===== config.mk =====
export PLATFORM = sky130hd
export DESIGN_NAME = flash_load_ctrl
export DESIGN_NICKNAME = d
export VERILOG_FILES = /design/src/rtl/spi_pkg.sv /design/src/rtl/pp_bank_tracker.sv /design/src/rtl/flash_load_ctrl.sv
export SDC_FILE = /design/constraint.sdc
export NUM_CORES = 1
export LEC_CHECK = 0
export CAP_MARGIN = 20
export CORE_ASPECT_RATIO = 1.75
export CORE_MARGIN = 1.5
export CORE_UTILIZATION = 46
export CTS_CLUSTER_DIAMETER = 80
export DETAILED_ROUTE_END_ITERATION = 10
export PLACE_DENSITY = 0.85
export SLEW_MARGIN = 20
export SYNTH_ARGS = -nofsm -noshare
export SYNTH_HDL_FRONTEND = slang
export SYNTH_SLANG_ARGS = --single-unit

===== constraint.sdc =====
create_clock -name clk -period 1.75 [get_ports clk]
set_clock_uncertainty 0.1 [all_clocks]
set_input_delay 0.35 -clock clk [delete_from_list [all_inputs] [get_ports clk]]
set_output_delay 0.35 -clock clk [all_outputs]
set_load 0.02 [all_outputs]

===== src/rtl/spi_pkg.sv =====
// Shared SPI command, loader state and bank types for the UART-to-flash path.
// Used by flash_load_ctrl and pp_bank_tracker.
package spi_pkg;

   typedef enum logic [1:0] {
      CMD_NONE  = 2'd0,
      CMD_ERASE = 2'd1,
      CMD_WRITE = 2'd2,
      CMD_END   = 2'd3
   } cmd_t;

   typedef enum logic [2:0] {
      ST_ERASE = 3'd0,
      ST_IDLE  = 3'd1,
      ST_WRITE = 3'd2,
      ST_END   = 3'd3,
      ST_DONE  = 3'd4
   } load_state_t;

   typedef enum logic {
      BANK_FREE   = 1'b0,
      BANK_LOADED = 1'b1
   } bank_t;

   localparam int BLOCK_SIZE_DEFAULT = 256;

   function automatic cmd_t state_cmd(input load_state_t s);
      cmd_t c;
      unique case (s)
         ST_ERASE: c = CMD_ERASE;
         ST_WRITE: c = CMD_WRITE;
         ST_END:   c = CMD_END;
         default:  c = CMD_NONE;
      endcase
      return c;
   endfunction

endpackage


===== src/rtl/pp_bank_tracker.sv =====
// Ping-pong bank ownership: commit detection, FREE/LOADED flags, lengths, overrun.
// FLASH_LOAD_CTRL_STATS_EN adds the sticky partial_seen_o output.
module pp_bank_tracker
   import spi_pkg::*;
#(
   parameter int BLOCK_SIZE = BLOCK_SIZE_DEFAULT,
   parameter int LEN_W      = $clog2(BLOCK_SIZE) + 1
) (
   input  logic                  clk_i,
   input  logic                  rst_i,
   input  logic                  fill_full_i,
   input  logic                  fill_timeout_i,
   input  logic [LEN_W-1:0]      fill_count_i,
   input  logic                  commit_en_i,
   input  logic                  drain_free_i,
   output logic                  fill_sel_o,
   output logic                  drain_sel_o,
   output logic                  fill_ready_o,
   output logic [1:0]            loaded_o,
   output logic [1:0][LEN_W-1:0] len_o,
   output logic                  commit_o,
   output logic                  overrun_o
`ifdef FLASH_LOAD_CTRL_STATS_EN
   ,
   output logic                  partial_seen_o
`endif
);

   localparam logic [LEN_W-1:0] FULL_LEN = LEN_W'(BLOCK_SIZE);

   bank_t                  bank_q [2];
   bank_t                  bank_d [2];
   logic [1:0][LEN_W-1:0]  len_q, len_d;
   logic                   fill_sel_q, fill_sel_d;
   logic                   drain_sel_q, drain_sel_d;
   logic                   overrun_q, overrun_d;
   logic                   timeout_q;
   logic                   to_edge;
   logic                   commit_ok;
   logic [LEN_W-1:0]       commit_len;

   assign to_edge      = fill_timeout_i & ~timeout_q & (fill_count_i != '0);
   assign commit_o     = fill_full_i | to_edge;
   assign commit_len   = fill_full_i ? FULL_LEN : fill_count_i;
   assign fill_ready_o = (bank_q[fill_sel_q] == BANK_FREE);
   assign commit_ok    = commit_en_i & commit_o & fill_ready_o;

   // A bank freed this cycle only becomes visible to commits next cycle.
   always_comb begin
      bank_d      = bank_q;
      len_d       = len_q;
      fill_sel_d  = fill_sel_q;
      drain_sel_d = drain_sel_q;
      overrun_d   = overrun_q;
      if (drain_free_i) begin
         bank_d[drain_sel_q] = BANK_FREE;
         drain_sel_d         = ~drain_sel_q;
      end
      if (commit_ok) begin
         bank_d[fill_sel_q] = BANK_LOADED;
         len_d[fill_sel_q]  = commit_len;
         fill_sel_d         = ~fill_sel_q;
      end
      if (commit_en_i && commit_o && !fill_ready_o) begin
         overrun_d = 1'b1;
      end
   end

   always_ff @(posedge clk_i) begin
      if (rst_i) begin
         bank_q      <= '{BANK_FREE, BANK_FREE};
         len_q       <= {FULL_LEN, FULL_LEN};
         fill_sel_q  <= 1'b0;
         drain_sel_q <= 1'b0;
         overrun_q   <= 1'b0;
         timeout_q   <= 1'b0;
      end else begin
         bank_q      <= bank_d;
         len_q       <= len_d;
         fill_sel_q  <= fill_sel_d;
         drain_sel_q <= drain_sel_d;
         overrun_q   <= overrun_d;
         timeout_q   <= fill_timeout_i;
      end
   end

`ifdef FLASH_LOAD_CTRL_STATS_EN
   logic partial_q;

   always_ff @(posedge clk_i) begin
      if (rst_i) begin
         partial_q <= 1'b0;
      end else if (commit_ok && (commit_len < FULL_LEN)) begin
         partial_q <= 1'b1;
      end
   end

   assign partial_seen_o = partial_q;
`endif

   assign loaded_o    = {bank_q[1] == BANK_LOADED, bank_q[0] == BANK_LOADED};
   assign len_o       = len_q;
   assign fill_sel_o  = fill_sel_q;
   assign drain_sel_o = drain_sel_q;
   assign overrun_o   = overrun_q;

endmodule


===== src/rtl/flash_load_ctrl.sv =====
// UART-to-SPI-flash load sequencer: ERASE -> WRITE* -> END over ping-pong banks.
// FLASH_LOAD_CTRL_STATS_EN adds blocks_written and partial_seen outputs.
module flash_load_ctrl
   import spi_pkg::*;
#(
   parameter int                BLOCK_SIZE = BLOCK_SIZE_DEFAULT,
   parameter int                ADDR_W     = 24,
   parameter logic [ADDR_W-1:0] BASE_ADDR  = '0,
   parameter int                LEN_W      = $clog2(BLOCK_SIZE) + 1
) (
   input  logic              clk,
   input  logic              rst,
   input  logic              fill_full,
   input  logic              fill_timeout,
   input  logic [LEN_W-1:0]  fill_count,
   output logic              fill_sel,
   output logic              fill_ready,
   output logic              drain_sel,
   output cmd_t              spi_cmd,
   input  logic              spi_done,
   output logic [ADDR_W-1:0] spi_addr,
   output logic [LEN_W-1:0]  spi_len,
   output logic              overrun,
   output logic              load_done
`ifdef FLASH_LOAD_CTRL_STATS_EN
   ,
   output logic [ADDR_W-1:0] blocks_written,
   output logic              partial_seen
`endif
);

   localparam logic [LEN_W-1:0]  FULL_LEN = LEN_W'(BLOCK_SIZE);
   localparam logic [ADDR_W-1:0] ADDR_INC = ADDR_W'(BLOCK_SIZE);

   load_state_t           state_q, state_d;
   cmd_t                  spi_cmd_q;
   logic [ADDR_W-1:0]     spi_addr_q, spi_addr_d;
   logic [LEN_W-1:0]      spi_len_q, spi_len_d;
   logic                  written_any_q, written_any_d;
   logic                  load_done_q;
   logic                  drain_free;
   logic                  commit;
   logic                  len_sel;
   logic [1:0]            loaded;
   logic [1:0][LEN_W-1:0] len;

   assign drain_free = (state_q == ST_WRITE) && spi_done;

   pp_bank_tracker #(
      .BLOCK_SIZE (BLOCK_SIZE),
      .LEN_W      (LEN_W)
   ) u_banks (
      .clk_i          (clk),
      .rst_i          (rst),
      .fill_full_i    (fill_full),
      .fill_timeout_i (fill_timeout),
      .fill_count_i   (fill_count),
      .commit_en_i    (state_q != ST_DONE),
      .drain_free_i   (drain_free),
      .fill_sel_o     (fill_sel),
      .drain_sel_o    (drain_sel),
      .fill_ready_o   (fill_ready),
      .loaded_o       (loaded),
      .len_o          (len),
      .commit_o       (commit),
      .overrun_o      (overrun)
`ifdef FLASH_LOAD_CTRL_STATS_EN
      ,
      .partial_seen_o (partial_seen)
`endif
   );

   // Back-to-back only on a bank already loaded; a same-cycle commit waits in IDLE.
   always_comb begin
      state_d = state_q;
      unique case (state_q)
         ST_ERASE: begin
            if (spi_done) state_d = ST_IDLE;
         end
         ST_IDLE: begin
            if (loaded[drain_sel]) begin
               state_d = ST_WRITE;
            end else if (fill_timeout && written_any_q &&
                         (loaded == 2'b00) && !commit) begin
               state_d = ST_END;
            end
         end
         ST_WRITE: begin
            if (spi_done) begin
               state_d = loaded[~drain_sel] ? ST_WRITE : ST_IDLE;
            end
         end
         ST_END: begin
            if (spi_done) state_d = ST_DONE;
         end
         ST_DONE: begin
            state_d = ST_DONE;
         end
         default: begin
            state_d = ST_ERASE;
         end
      endcase
   end

   assign len_sel = drain_sel ^ (state_q == ST_WRITE);

   always_comb begin
      spi_addr_d    = spi_addr_q;
      spi_len_d     = spi_len_q;
      written_any_d = written_any_q | drain_free;
      if (drain_free) begin
         spi_addr_d = spi_addr_q + ADDR_INC;
      end
      if ((state_d == ST_WRITE) && ((state_q != ST_WRITE) || spi_done)) begin
         spi_len_d = len[len_sel];
      end
   end

   always_ff @(posedge clk) begin
      if (rst) begin
         state_q       <= ST_ERASE;
         spi_cmd_q     <= CMD_ERASE;
         spi_addr_q    <= BASE_ADDR;
         spi_len_q     <= FULL_LEN;
         written_any_q <= 1'b0;
         load_done_q   <= 1'b0;
      end else begin
         state_q       <= state_d;
         spi_cmd_q     <= state_cmd(state_d);
         spi_addr_q    <= spi_addr_d;
         spi_len_q     <= spi_len_d;
         written_any_q <= written_any_d;
         load_done_q   <= (state_d == ST_DONE);
      end
   end

`ifdef FLASH_LOAD_CTRL_STATS_EN
   logic [ADDR_W-1:0] blocks_q;

   always_ff @(posedge clk) begin
      if (rst) begin
         blocks_q <= '0;
      end else if (drain_free) begin
         blocks_q <= blocks_q + ADDR_W'(1);
      end
   end

   assign blocks_written = blocks_q;
`endif

   assign spi_cmd   = spi_cmd_q;
   assign spi_addr  = spi_addr_q;
   assign spi_len   = spi_len_q;
   assign load_done = load_done_q;

endmodule


# After elaboration in Yosys (flattened, before gate mapping)
# Cells that the tools add are included.
[word_totals]
ff_bits = 64
in_bits = 14
out_inout_bits = 40
wordCells = 92
[classes]
add_sub_neg = 1
order_cmp = 9
n_eq_ne = 9
mux = 27
bitwise_logic = 16
reduce_logical = 16
[ops]
columns = ["op", "n"]
rows = [
  ["2-to-1 mux 9 bit", 4],
  ["adder 24 x 9 -> 24 bit (second input constant)", 1],
  ["bitwise mux 18 bit", 1],
  ["2-to-1 mux 3 bit", 5],
  ["one-hot mux 3 bit (5 select lines)", 1],
  ["== test 3 x 2 -> 1 bit (second input constant)", 4],
  ["logical AND 1 bit", 10],
  ["demux 9 bit (select 1 bit)", 1],
  ["2-to-1 mux 1 bit", 9],
  ["nonzero test 9 bit", 1],
  ["< comparator 1 x 2 -> 1 bit (second input constant)", 4],
  ["== test 3 bit (second input constant)", 2],
  ["logical NOT 3 bit", 2],
  ["2-to-1 mux 2 bit", 3],
  ["one-hot mux 2 bit (3 select lines)", 1],
  ["bitwise AND 1 bit", 4],
  ["greater-or-equal comparator 2 bit (second input constant)", 2],
  ["< comparator 2 x 1 -> 1 bit (second input constant)", 2],
  ["NOT 1 bit", 4],
  ["NOT 1 -> 2 bit", 2],
  ["== test 3 x 1 -> 1 bit (second input constant)", 1],
  ["inequality test 3 x 2 -> 1 bit (second input constant)", 1],
  ["inequality test 3 bit (second input constant)", 1],
  ["bitwise AND 2 bit", 1],
  ["other kinds (9)", 11],
]

# Logic depth before layout (Yosys ltp)
# Gate-level depths: netlist of the first run.
[logic_depth]
depth_word = 11
mapped_depth = 7
depth_no_buf = 5

# Cells and area by module
# From an unflattened synthesis of the first run, not the netlist that was laid out.
[unflattened]
cells_unflattened = 271
area_unflattened_um2 = 2673.8
[modules_own_cells]
columns = ["module", "n_inst", "cells_per_inst", "area_each_um2", "seq_area_each_um2"]
rows = [
  ["flash_load_ctrl", 1, 172, 1632.8, 640.6],
  ["pp_bank_tracker", 1, 99, 1041.0, 480.5],
]

# Worst setup path after synthesis of the first run
# OpenSTA, ideal clock, no wires.
[synth_path]
path_kind = "flip-flop to flip-flop"
startpoint = "reg u_banks.drain_sel_q, in the netlist u_banks.drain_sel_o"
endpoint = "reg spi_len_q[1], in the netlist spi_len[1]"
setup_ps = 60
arrival_ps = 1728
required_time_ps = 1590
slack_ps = -138
path_stages_with_launch = 8
path_buffers = 2
synth_period_minus_slack_ps = 1888
cell_sequence = "dfxtp_1 -> buf_4 -> mux2_4 -> a22oi_1 -> and2_4 -> and2_1 -> buf_4 -> o221a_1"
[synth_via]
elab_chain_len = 7
word_cells_on_any_way = 13
cone_classes = "eq/ne: 1; mux: 10; bitwise: 1; reduce/logical: 1"
[synth_rtl]
columns = ["item", "line", "rtl"]
rows = [
  ["from (decl)", "pp_bank_tracker.sv:35", "logic drain_sel_q, drain_sel_d;"],
  ["from (signal assigned)", "pp_bank_tracker.sv:81", "drain_sel_q <= drain_sel_d;"],
  ["2-to-1 mux 1 bit (not written as such) (2 in series)", "flash_load_ctrl.sv:90", "state_d = loaded[~drain_sel] ? ST_WRITE : ST_IDLE;"],
  ["2-to-1 mux 2 bit", "flash_load_ctrl.sv:90", ""],
  ["2-to-1 mux 3 bit", "flash_load_ctrl.sv:89", "if (spi_done) begin"],
  ["one-hot mux 3 bit (5 select lines)", "flash_load_ctrl.sv:76", "unique case (state_q)"],
  ["== test 3 x 2 -> 1 bit", "flash_load_ctrl.sv:114", "if ((state_d == ST_WRITE) && ((state_q != ST_WRITE) || spi_done)) begin"],
  ["logical AND 1 bit", "flash_load_ctrl.sv:114", ""],
  ["to (signal assigned)", "flash_load_ctrl.sv:131", "spi_len_q <= spi_len_d;"],
  ["to (decl)", "flash_load_ctrl.sv:38", "logic [LEN_W-1:0] spi_len_q, spi_len_d;"],
]
# Parallel ways exist; a longest one is shown, timed or not. The select of a mux whose other input is x is not followed.
# A chain may end at the register's enable or synchronous reset.

# Final worst setup path of the first run
[layout_path]
startpoint = "reg state_q[0]"
endpoint = "reg spi_len_q[8], in the netlist spi_len[8]"
[layout_via]
elab_chain_len = 5
word_cells_on_any_way = 18
cone_classes = "eq/ne: 6; mux: 8; bitwise: 1; reduce/logical: 3"
[layout_rtl]
columns = ["item", "line", "rtl"]
rows = [
  ["from (decl)", "flash_load_ctrl.sv:35", "load_state_t state_q, state_d;"],
  ["from (signal assigned)", "flash_load_ctrl.sv:128", "state_q <= state_d;"],
  ["2-to-1 mux 3 bit", "flash_load_ctrl.sv:83", "end else if (fill_timeout && written_any_q &&"],
  ["2-to-1 mux 3 bit", "flash_load_ctrl.sv:81", "if (loaded[drain_sel]) begin"],
  ["one-hot mux 3 bit (5 select lines)", "flash_load_ctrl.sv:76", ""],
  ["== test 3 x 2 -> 1 bit", "flash_load_ctrl.sv:114", ""],
  ["logical AND 1 bit", "flash_load_ctrl.sv:114", ""],
]
# Parallel ways exist; a longest one is shown, timed or not. The select of a mux whose other input is x is not followed.

==> results of run 1 <==
==> flip-flops by register name, summed over array words and instances, names as in the netlist <==
signal / flops
load_done: 1
spi_addr: 16
spi_cmd: 2
spi_len: 9
state_q: 3
u_banks.drain_sel_o: 1
u_banks.fill_sel_o: 1
u_banks.len_o: 18
u_banks.loaded_o: 2
u_banks.overrun_o: 1
u_banks.timeout_q: 1
written_any_q: 1
==> how the worst max path moves through the flow <==
| stage | cells past startpoint | endpoint | startpoint |
|---|---|---|---|
| floorplan | 7 | spi_len[1]$_SDFFE_PP0P_ | u_banks.drain_sel_o$_SDFFE_PP0P_ |
| global placement | 7 | state_q[1]$_SDFF_PP0_ | fill_full |
| detailed placement | 7 | spi_len[6]$_SDFFE_PP0P_ | fill_count[0] |
| CTS | 6 | spi_len[8]$_SDFFE_PP1P_ | state_q[0]$_SDFF_PP0_ |
| global route | 6 | spi_len[8]$_SDFFE_PP1P_ | state_q[0]$_SDFF_PP0_ |
| finish | 6 | spi_len[8]$_SDFFE_PP1P_ | state_q[0]$_SDFF_PP0_ |
==> metal layers <==
metal / up-vias / share of wire (%) / GRT usage [%]
met5: - / 0 / 0
met2: 70 / 56 / 42.6
met1: 1077 / 37 / 23.0
met4: 0 / 3.2 / 11.3
li1: 1123 / - / -
met3: 16 / 4.3 / 4.81
==> worst max-delay path: stages (launching register included) <==
cell      delay [ns]
dfxtp_4         0.39
nor3b_4         0.27
xnor2_4         0.21
buf_12          0.18
mux2_4          0.30
a211oi_2        0.18
o21bai_1        0.09
==> through the flow <==
| step | setup TNS (ns) | worst slack, ns | utilization [%] | hold WS (ns) |
|---|---|---|---|---|
| 3_3_place_gp | -20.00 | -0.530 | 60.2 | 0.338 |
| 6_report | -0.0910 | -0.0639 | 66.8 | 0.329 |
| 5_1_grt | -0.783 | -0.119 | 66.8 | 0.374 |
| 4_1_cts | -0.155 | -0.0472 | 65.5 | 0.328 |
| 3_5_place_dp | -22.95 | -0.597 | 60.2 | 0.342 |
| 2_1_floorplan | 0 | 0.0000754 | - | 0.332 |
==> kinds of logic (layout without fill, tap and decap cells) <==
| family | Yosys count | in the layout |
|---|---|---|
| and+or+nand+nor | 117 | 117 |
| DFF | 56 | 56 |
| AOI/OAI and AO/OA | 45 | 46 |
| buffers and inverters | 32 | 104 |
| xor gates and xnor gates | 17 | 17 |
| muxes | 13 | 13 |
| adders and majority gates | 1 | 1 |
| other | 1 | 8 |
==> where the power goes <==
group          internal, mW  switching [mW]  total, mW
Combinational         0.325           0.327      0.652
Sequential             1.33          0.0403       1.37
Clock                 0.288           0.444      0.732
==> what timing repair did <==
action	in CTS	in global routing
setup buffers	6	2
gates cloned	3	0
endpoints found under the hold margin	0	0
setup endpoints to repair	63	38
pin swaps	25	11
resized for setup	64	22
==> layout make-up <==
type / instances / share of cell area (%)
multi-input combinational: 202 / 40.5
sequential: 56 / 30.9
timing repair buffer: 90 / 22.9
tap: 76 / 2.59
clock buffer: 5 / 1.87
clock inverter: 3 / 0.613
inverter: 6 / 0.613
==> placed cells by master (no fill, tap or decap), types with 10 or more instances in the layout <==
cell	instances
buf_4	37
xor2_1	13
dlymetal6s2s_1	12
nand2_1	26
dlygate4sd2_1	28
nor2_1	35
a21oi_1	11
mux2i_1	10
nor2b_1	11
dfxtp_1	52
==> impl_metrics.yaml, run 1 <==
placed_design:
  io_buffers: 45
  dp_hpwl_um: 4400
  globalplace.congestion: 0.767
  dpl-instance-area_mm2: 0.00331
  dp_cells: 419
layout:
  layout.nets: 376
  drive_above_1_share_pct: 24.0
  syn_to_final_growth_pct: 41.6
  diodes: 0
  final_area_mm2: 0.00367
  multiInputGateArea_mm2: 0.00149
  instances_no_fill: 438
  register_area_mm2: 0.00114
  fillerInstances: 429
synthesis:
  synth.distinct_cells: 48
  synth_ff_type: "dfxtp_1"
  synth_top_family_by_area: "simple AND/OR/NAND/NOR gates"
  yosysTopAreaCellShare_pct: 43.2
  yosysTopAreaCell: "dfxtp_1"
  yosys.area_share.simple_pct: 23.7
  yosys_warnings: 0
  synth.area.mux_share_pct: 5.59
  ys_seq_area_share_pct: 43.2
  synth_fa_ha_area_share_pct: 0.482
  synth-edff-count: 0
  syn-cell-area_mm2: 0.00259
  yosysMostFrequentCell: "dfxtp_1"
  ys_top_cells_by_area: "dfxtp_1 43%, nor2_1 5.2%, xor2_1 4.4%"
  synthArstFlopShare_pct: 0
  syn_avg_cell_area_um2: 9.20
  synth_xor_area_share_pct: 6.03
  synth-compound-area-share_pct: 13.8
  synth_common_cells: "56 x dfxtp_1, 36 x nor2_1, 28 x nand2_1, 14 x nor2b_1"
  netlist_instances: 282
  ys_ff_latch: 56
power:
  leakage_nw: 1.81
  power_density_mw_per_mm2: 751
  peakVddDrop_mv: 0.500
  power_mw: 2.76
drt:
  ant_nets: 0
  drt_iter0_drc: 65
  detail_route.first_pass.iterations: 4
  viasPerCell: 5.22
  vias: 2286
  wl_per_cell_um: 15.2
  routed_wl_um: 6650
  drc: 0
floorplanning:
  die-area_mm2: 0.00612
  die_h_um: 102
  die_w_um: 59.8
  placementRows: 36
  ios: 54
  start_util_pct: 47.2
  fp.coreArea_mm2: 0.00550
timing:
  final.setup.worst_slack_ns: -0.0639
  final.min_clock_period_ns: 1.81
  fmax_mhz: 551
  finalCritPeriodShare_pct: 104
  rsz0062_at_grt: "yes"
  setup_viol: 6
  hold_viol_final: 0
  maxSlewViolCount: 0
setup_path:
  crit_path_max_fanout: 8
  cp.required_ns: 1.87
  r2r-start: "state_q[0]$_SDFF_PP0_"
  reg2regPathDepth: 6
  rr_endpoint: "spi_len[8]$_SDFFE_PP1P_"
  worst_setup_path_start_kind: "register"
  cp.arrival_ns: 1.93
  endpoint_kind: "register"
  critPathKind: "reg -> reg"
  rrSetupSlack_ns: -0.06
clocking:
  clk_pin_slew_ns: 0.11
  cts_tree: "built"
  ctsHoldBuffers: 0
  cts_buffers: 5
  clk_latency_ns: 0.32
  cts_max_path_buffers: 2
  htree_levels: 2
  cts_num_sinks: 56
  root_buffer: "clkbuf_8"
grt:
  grt_pass1_vias: 2378
  antenna_found_initial: 0
  grt_pass1_wl_um: 10700
  globalRoute.totalOverflow: 0
  grt_max_degree: 30
  grt.total_usage_pct: 22.9
hold_path:
  whs_endpoint: "u_banks.timeout_q$_SDFF_PP0_"
  hold_depth: 2
  min_path_type: "in -> reg"
  min_from: "fill_timeout"
run:
  maxCapViolCount: 0
run_status:
  violations: "negative setup slack"
  run_status: "finished with violations"
Note: power is estimated with default switching activity, not from simulation.
==> run 2, diff against run 1 <==
Settings changed: CORE_UTILIZATION 46 to 40, PLACE_DENSITY 0.85 to 0.76.
==> impl_metrics.yaml, run 2 (synthesized netlist as in run 1, its figures left out) <==
run_status:
  run_status: "finished with violations"
  violations: "negative setup slack"
drt:
  detail_route.first_pass.iterations: 4
  drt_iter0_drc: 40
  drc: 0
  viasPerCell: 5.11
  wl_per_cell_um: 14.3
  vias: 2268
  ant_nets: 0
  routed_wl_um: 6350
layout:
  final_common_cell: "dfxtp_1"
  final_area_mm2: 0.00373
  drive_above_1_share_pct: 25.8
  multiInputGateArea_mm2: 0.00151
  fillerInstances: 529
  register_area_mm2: 0.00113
  largest_reg_flops: 18
  most-common-layout-cells: "52 x dfxtp_1, 36 x buf_4, 35 x nor2_1, 27 x nand2_1, 20 x dlygate4sd2_1"
  syn_to_final_growth_pct: 43.7
  final_util_pct: 59.9
  instances_no_fill: 444
  diodes: 0
  layout.nets: 378
setup_path:
  endpoint_kind: "register"
  worst_setup_path_start_kind: "register"
  path_buf_inv: 1
  cp.required_ns: 1.92
  cp.arrival_ns: 1.93
  slowest_delay_ns: 0.39
  cp_slowest_cell: "dfxtp_4"
  crit_path_max_fanout: 5
  rrSetupSlack_ns: -0.01
  path_cells: "mux2_4 -> buf_6 -> a22oi_2 -> and2_4 -> and2_2 -> o221a_1"
  critPathKind: "reg -> reg"
  path_delay_family: "simple AND/OR/NAND/NOR gates"
floorplanning:
  die-area_mm2: 0.00700
  die_w_um: 63.9
  fp.coreArea_mm2: 0.00623
  die_h_um: 110
  placementRows: 38
  ios: 54
  start_util_pct: 41.7
timing:
  setup_viol: 3
  finalCritPeriodShare_pct: 101
  hold_viol_final: 0
  fmax_mhz: 567
  rsz0062_at_grt: "yes"
  final.min_clock_period_ns: 1.76
  whs_ns: 0.327
  final.setup.worst_slack_ns: -0.0140
  maxSlewViolCount: 0
clocking:
  ctsHoldBuffers: 0
  htree_levels: 2
  cts_num_sinks: 56
  cts_tree: "built"
  cts_buffers: 5
  cts_max_path_buffers: 2
  root_buffer: "clkbuf_8"
  clk_pin_slew_ns: 0.11
  clk_latency_ns: 0.32
grt:
  grt_max_degree: 34
  globalRoute.totalOverflow: 0
  grt_pass1_wl_um: 9980
  grt_pass1_vias: 2189
  antenna_found_initial: 0
  grt.total_usage_pct: 17.9
placed_design:
  dp_hpwl_um: 4350
  dpl-instance-area_mm2: 0.00335
  post-place-ws_ns: -0.638
  dp_cells: 425
  globalplace.congestion: 0.792
  io_buffers: 45
power:
  peakVddDrop_mv: 0.508
  power_density_mw_per_mm2: 756
  leakage_nw: 1.79
hold_path:
  min_path_type: "in -> reg"
run:
  maxCapViolCount: 0
run 2: final timing paths:
check,startpoint,end,depth (start not counted)
worst max register to register,u_banks.drain_sel_o$_SDFFE_PP0P_,spi_len[0]$_SDFFE_PP0P_,6
worst min register to register,u_banks.len_o[13]$_SDFFE_PP0P_,u_banks.len_o[13]$_SDFFE_PP0P_,2
worst min-delay path,fill_count[3],u_banks.len_o[12]$_SDFFE_PP0P_,4
worst max-delay path,u_banks.drain_sel_o$_SDFFE_PP0P_,spi_len[0]$_SDFFE_PP0P_,6
run 2: final cells by class:
class / count / share of cell area, %
tap: 80 / 2.68
clock buffer: 5 / 1.85
inverter: 6 / 0.604
timing repair buffer: 91 / 23.3
sequential: 56 / 30.4
clock inverter: 3 / 0.671
multi-input combinational: 203 / 40.5
run 2: layer usage:
layer  GRT usage, %  up-vias  share of wire, %
met3           2.76       15               3.7
li1               -     1117                 -
met1           18.4     1079                39
met2           33.9       57                55
met4           9.63        0               2.9
met5              0        -                 0
run 2: what timing repair did:
| item | CTS | global route |
|---|---|---|
| pin swaps | 10 | 23 |
| buffers inserted | 7 | 1 |
| gates cloned | 2 | 2 |
| endpoints found under the setup margin | 63 | 47 |
| gates resized for setup | 61 | 34 |
run 2: worst reg2reg max path: stages (launching register included):
cell     delay, ns
dfxtp_4       0.39
mux2_4        0.32
buf_6         0.13
a22oi_2       0.16
and2_4        0.22
and2_2        0.22
o221a_1       0.19
run 2: report_power, final:
part	leakage, nW	internal [mW]	switching [mW]
clock	0.0466	0.294	0.458
combinational	1.29	0.363	0.330
sequential	0.458	1.34	0.0406
run 2: per-stage QoR:
step | power [mW] | setup TNS [ns]
5_1_grt | 2.93 | -0.648
3_3_place_gp | 1.97 | -21.16
3_5_place_dp | 1.98 | -23.62
6_report | 2.82 | -0.0337
2_1_floorplan | 1.76 | 0
4_1_cts | 2.79 | -0.000153
